==> config.mk <==
export PLATFORM = sky130hd
export DESIGN_NAME = pwm_button_conditioner
export DESIGN_NICKNAME = d
export VERILOG_FILES = /design/src/rtl/pwm_ctrl_pkg.sv /design/src/rtl/button_channel.sv /design/src/rtl/pwm_button_conditioner.sv
export SDC_FILE = /design/constraint.sdc
export NUM_CORES = 1
export LEC_CHECK = 0
export BUFFER_PORTS_ARGS = -buffer_cell sky130_fd_sc_hd__buf_4
export CORE_MARGIN = 2
export CORE_UTILIZATION = 45
export DETAILED_ROUTE_END_ITERATION = 12
export HOLD_SLACK_MARGIN = 0.12
export PLACE_DENSITY = 0.63
export SETUP_SLACK_MARGIN = 0.3
export SLEW_MARGIN = 20
export SYNTH_ARGS = -nofsm -noshare
export SYNTH_HDL_FRONTEND = slang
export SYNTH_HIERARCHICAL = 1
export SYNTH_SLANG_ARGS = --single-unit
==> constraint.sdc <==
create_clock -name clk -period 3.7 [get_ports clk]
set_input_delay 0.185 -clock clk [delete_from_list [all_inputs] [get_ports clk]]
set_output_delay 0.185 -clock clk [all_outputs]
set_load 0.05 [all_outputs]
==> src/rtl/pwm_ctrl_pkg.sv <==
// Shared types and default timing for the PWM duty-step button conditioner.
// Holds the per-button FSM state enum and the counter-width helper.
package pwm_ctrl_pkg;

   typedef enum logic [2:0] {
      ST_IDLE,
      ST_ARMING,
      ST_PRESSED,
      ST_REPEATING,
      ST_RELEASING
   } btn_state_t;

   localparam int DEF_SYNC_STAGES     = 2;
   localparam int DEF_DEBOUNCE_CYCLES = 4;
   localparam int DEF_REPEAT_DELAY    = 16;
   localparam int DEF_REPEAT_PERIOD   = 8;

   // One shared counter per channel must reach the largest of the three targets.
   function automatic int cnt_width(input int deb, input int rdel, input int rper);
      int m;
      m = deb;
      if (rdel > m) m = rdel;
      if (rper > m) m = rper;
      return $clog2(m) + 1;
   endfunction

endpackage

==> src/rtl/button_channel.sv <==
// One push-button channel: synchroniser, debounce / auto-repeat FSM and its counter.
// fire is a combinational one-cycle strobe; the top level registers it.
module button_channel
   import pwm_ctrl_pkg::*;
#(
   parameter int SYNC_STAGES     = DEF_SYNC_STAGES,
   parameter int DEBOUNCE_CYCLES = DEF_DEBOUNCE_CYCLES,
   parameter int REPEAT_DELAY    = DEF_REPEAT_DELAY,
   parameter int REPEAT_PERIOD   = DEF_REPEAT_PERIOD
) (
   input  logic clk,
   input  logic rst_n,
   input  logic clr,
   input  logic btn,
   output logic fire,
   output logic held
);

   localparam int CNT_W = cnt_width(DEBOUNCE_CYCLES, REPEAT_DELAY, REPEAT_PERIOD);
   localparam logic [CNT_W-1:0] DEB_C = CNT_W'(DEBOUNCE_CYCLES);
   localparam logic [CNT_W-1:0] RD_C  = CNT_W'(REPEAT_DELAY);
   localparam logic [CNT_W-1:0] RP_C  = CNT_W'(REPEAT_PERIOD);

   logic [SYNC_STAGES-1:0] sync_reg;
   logic                   s;
   btn_state_t             state_reg, state_next;
   logic [CNT_W-1:0]       cnt_reg, cnt_next, cnt_inc;

   // The synchroniser only honours rst_n so it keeps tracking the pin while disabled.
   always_ff @(posedge clk) begin
      if (!rst_n) sync_reg <= '0;
      else        sync_reg <= {sync_reg[SYNC_STAGES-2:0], btn};
   end

   assign s       = sync_reg[SYNC_STAGES-1];
   assign cnt_inc = cnt_reg + CNT_W'(1);

   always_ff @(posedge clk) begin
      if (!rst_n || clr) begin
         state_reg <= ST_IDLE;
         cnt_reg   <= '0;
      end else begin
         state_reg <= state_next;
         cnt_reg   <= cnt_next;
      end
   end

   always_comb begin
      state_next = state_reg;
      cnt_next   = cnt_reg;
      fire       = 1'b0;
      unique case (state_reg)
         ST_IDLE: begin
            cnt_next = '0;
            if (s) begin
               state_next = ST_ARMING;
               cnt_next   = CNT_W'(1);
            end
         end
         ST_ARMING: begin
            if (!s) begin
               state_next = ST_IDLE;
               cnt_next   = '0;
            end else if (cnt_reg == DEB_C) begin
               state_next = ST_PRESSED;
               cnt_next   = '0;
               fire       = 1'b1;
            end else begin
               cnt_next = cnt_inc;
            end
         end
         ST_PRESSED, ST_REPEATING: begin
            if (!s) begin
               // The first low sample already counts towards release.
               if (DEBOUNCE_CYCLES <= 1) begin
                  state_next = ST_IDLE;
                  cnt_next   = '0;
               end else begin
                  state_next = ST_RELEASING;
                  cnt_next   = CNT_W'(1);
               end
            end else if (state_reg == ST_REPEATING) begin
               if (cnt_inc == RP_C) begin
                  cnt_next = '0;
                  fire     = 1'b1;
               end else begin
                  cnt_next = cnt_inc;
               end
            end else if (REPEAT_DELAY != 0) begin
               if (cnt_inc == RD_C) begin
                  state_next = ST_REPEATING;
                  cnt_next   = '0;
                  fire       = 1'b1;
               end else begin
                  cnt_next = cnt_inc;
               end
            end
         end
         ST_RELEASING: begin
            if (s) begin
               state_next = ST_PRESSED;
               cnt_next   = '0;
            end else if (cnt_inc == DEB_C) begin
               state_next = ST_IDLE;
               cnt_next   = '0;
            end else begin
               cnt_next = cnt_inc;
            end
         end
         default: begin
            state_next = ST_IDLE;
            cnt_next   = '0;
         end
      endcase
   end

   assign held = (state_reg == ST_PRESSED) || (state_reg == ST_REPEATING) ||
                 (state_reg == ST_RELEASING);

endmodule

==> src/rtl/pwm_button_conditioner.sv <==
// Conditions the increase/decrease duty buttons into clean one-cycle step pulses.
// Adds enable gating, inc/dec collision suppression and the output pulse registers.
module pwm_button_conditioner
   import pwm_ctrl_pkg::*;
#(
   parameter int SYNC_STAGES     = DEF_SYNC_STAGES,
   parameter int DEBOUNCE_CYCLES = DEF_DEBOUNCE_CYCLES,
   parameter int REPEAT_DELAY    = DEF_REPEAT_DELAY,
   parameter int REPEAT_PERIOD   = DEF_REPEAT_PERIOD
) (
   input  logic clk,
   input  logic rst_n,
   input  logic ena,
   input  logic ui_increase_duty,
   input  logic ui_decrease_duty,
   output logic inc_pulse,
   output logic dec_pulse,
   output logic inc_held,
   output logic dec_held
);

   logic [1:0] btn_raw;
   logic [1:0] fire;
   logic [1:0] held;
   logic       inc_pulse_reg, inc_pulse_next;
   logic       dec_pulse_reg, dec_pulse_next;

   assign btn_raw = {ui_decrease_duty, ui_increase_duty};

   genvar gi;
   generate
      for (gi = 0; gi < 2; gi++) begin : g_chan
         button_channel #(
            .SYNC_STAGES    (SYNC_STAGES),
            .DEBOUNCE_CYCLES(DEBOUNCE_CYCLES),
            .REPEAT_DELAY   (REPEAT_DELAY),
            .REPEAT_PERIOD  (REPEAT_PERIOD)
         ) u_chan (
            .clk  (clk),
            .rst_n(rst_n),
            .clr  (~ena),
            .btn  (btn_raw[gi]),
            .fire (fire[gi]),
            .held (held[gi])
         );
      end
   endgenerate

   // Simultaneous steps in both directions cancel; the FSMs are unaffected.
   always_comb begin
      inc_pulse_next = fire[0] & ~fire[1];
      dec_pulse_next = fire[1] & ~fire[0];
   end

   always_ff @(posedge clk) begin
      if (!rst_n || !ena) begin
         inc_pulse_reg <= 1'b0;
         dec_pulse_reg <= 1'b0;
      end else begin
         inc_pulse_reg <= inc_pulse_next;
         dec_pulse_reg <= dec_pulse_next;
      end
   end

   assign inc_pulse = inc_pulse_reg & ena;
   assign dec_pulse = dec_pulse_reg & ena;
   assign inc_held  = held[0] & ena;
   assign dec_held  = held[1] & ena;

endmodule

==> metrics.json <==
{
  "ys_seq_elements": 22,
  "critical_path_peak_fanout": 7,
  "design.core.area_sq_um": 3080,
  "synth.area.top_cells": "dfxtp_1 (30%), xnor2_1 (3.6%), xor2_1 (3.6%)",
  "r2r.worst_path.cells": 6,
  "min-delay-path-class": "in -> reg",
  "post-route-min-period_ns": 1.83,
  "setup.worst_path.start_class": "flop",
  "cts.root.buffer_cell": "clkbuf_4",
  "final_cells": 211,
  "global_route.usage.total": 0.180,
  "path_clk_slew_ns": 0.13,
  "drt_drc_violations_left": 0,
  "placement_cell_area_sq_um": 1520,
  "cts_tree": "built",
  "placement.io_buffers": 8,
  "synth_commonest_cells": "dfxtp_1 (22), inv_1 (10), nand2_1 (9)",
  "finalSetupViolCount": 0,
  "tritoncts_num_sinks": 22,
  "grt_start_max_net_pins": 13,
  "antenna_violations_before_repair": 0,
  "cp-end-kind": "flop",
  "dr_total_vias": 1206,
  "grt_setup_unrepaired": "no",
  "hold_ws_ns": 0.142,
  "last_weighted_congestion_value_of_the_routability_driven_placer": 0.848,
  "total_count_of_hold_check_failures_in_the_final_report": 0,
  "run_status": "finished clean",
  "number_of_placed_i_o_pins": 9,
  "floorplan.rows": 20,
  "synth_warnings": 6,
  "place_inst": 205,
  "synthesis.instances": 162,
  "final_net_count": 177,
  "synth_largest_type_area_fraction": 0.299,
  "postLayoutCoreUtil": 0.511,
  "largest_register_ff_count": 10,
  "area_delta_synth_final_pct": 6.80,
  "synth_fp_nets": 171,
  "critical_path.max_stage_delay_ns": 0.42,
  "ctsResizeCount": 0,
  "ant_nets": 0,
  "max_buffers_root_to_sink": 2,
  "worstPathArrival_ns": 2.05,
  "clock_skew_ns": 0.00795,
  "worstHoldPathCells": 2,
  "maxCapViolCount": 0,
  "timing.final.crit_share": 0.494,
  "worst-setup-path-type": "reg -> reg",
  "timing.slew.headroom": 0.672,
  "power-per-cell-area_nw_per_um2": 256,
  "grt_pass1_vias": 1096,
  "synth_area_sq_um": 1470,
  "die_area_sq_um": 3740,
  "cpMaxStageDelayCell": "dfxtp_1",
  "clock_latency_on_the_worst_skew_pair_ns": 0.32,
  "cp_cell_sequence": "ha_1 > and2_1 > nand4_1 > mux2_2 > a21oi_1 > and4b_1",
  "yosysMostFrequentCell": "dfxtp_1",
  "post-route-cell-area_sq_um": 1570,
  "cts_post_setup_buffers_inserted": 0,
  "cts_inserted_buffers": 3,
  "dieHeight_um": 61.2,
  "timing.critical_path.required_ns": 3.92,
  "initial_utilization": 0.478,
  "synthDistinctLibCells": 57,
  "post_route_setup_tns_ns": 0,
  "first_pass_grt_wire_length_mm": 5.04,
  "vdd_ir_drop_max_uv": 187,
  "die_width_um": 61.2,
  "wl_mm": 3.02,
  "leakage_nw": 0.546,
  "final_max_slew_viol_count": 0,
  "synth_area_per_inst_sq_um": 9.08,
  "vias_per_cell": 5.72,
  "synth_area_leader_cell": "dfxtp_1",
  "initialDrtViolationCount": 48,
  "cts_hold_bufs": 2,
  "main_synth_ff_type": "dfxtp_1",
  "dp_hpwl_mm": 2.26,
  "antennaDiodeCount": 0,
  "max_freq_mhz": 548,
  "grt.overflow.total": 0,
  "synth_edf_count": 0,
  "synth.yosys.seq_area_share": 0.299,
  "h-tree-depth": 1,
  "avgRoutedWirePerCell_um": 14.3,
  "length_of_the_first_detailed_routing_pass_in_iterations": 4,
  "worst_slew_pin_slew_ns": 0.485,
  "post_route_cells_drive_above_1_share": 0.198,
  "synth_async_reset_ratio": 0
}
## layer usage
layer	part of all wire	GRT usage
met1	0.52	0.276
met2	0.43	0.254
met3	0.031	0.0210
met4	0.014	0.0683
met5	0	0
## path summary, 6_finish.rpt
kind | start | endpoint | slack [ns]
setup / recovery | g_chan[0].u_chan/cnt_reg[0] | dec_pulse_reg | 1.87
hold / removal | rst_n | g_chan[0].u_chan/sync_reg[1] | 0.14
setup reg to reg | g_chan[0].u_chan/cnt_reg[0] | dec_pulse_reg | 1.87
hold reg to reg | g_chan[0].u_chan/sync_reg[0] | g_chan[0].u_chan/sync_reg[1] | 0.46
## power by group
group / internal, W / switching, W
registers: 0.000240 / 0.00000340
logic: 0.0000102 / 0.0000108
clock network: 0.0000601 / 0.0000787
total: 0.000310 / 0.0000929
## area by class of cell
| type | count | area [sq um] |
|---|---|---|
| clock buffers | 4 | 36.3 |
| fillers | 299 | 1510 |
| inverters | 10 | 37.5 |
| multi-input cells | 121 | 922 |
| flip-flops and latches | 22 | 440 |
| well taps | 44 | 55.1 |
| repair buffers | 10 | 80.1 |
## critical path, delay by kind of cell (launching register included)
family,cells,cell delay [ns]
AND/OR/NAND/NOR,3,0.62
flip-flops,1,0.42
multiplexers,1,0.29
adder cells (fa/ha/maj),1,0.23
AO/OA/AOI/OAI,1,0.17
## kinds of logic (layout without fill, tap and decap cells)
logic type      after synthesis  in the layout  share of synthesized area
buf+inv                      19             24                     0.0740
mux                           3              3                     0.0213
xor+xnor                     12             12                     0.0714
flops                        22             22                      0.299
simple gates                 68             68                      0.329
fa+ha+maj                     4              4                     0.0340
compound gates               34             34                      0.171
## cell usage in the layout (no fill, tap or decap), types with 3 or more instances in the layout
cell type	count
nand4_1	3
dfxtp_1	22
nor4b_1	3
inv_1	10
and2_1	5
nand3_1	6
xnor2_1	6
nor2_1	5
a21oi_1	5
buf_4	8
ha_1	4
o21ai_0	6
clkbuf_4	3
xor2_1	6
nand2b_1	3
a211oi_1	5
nand2_1	9
and2_2	4
## stage by stage
step / setup WS, ns / power (W)
after detailed placement: 1.90 / 0.000267
after CTS: 1.88 / 0.000406
after global placement: 1.96 / 0.000267
after floorplan: 2.08 / 0.000260
after global routing: 1.73 / 0.000423
final: 1.87 / 0.000403
No activity file was read; power rests on OpenSTA's default activity.
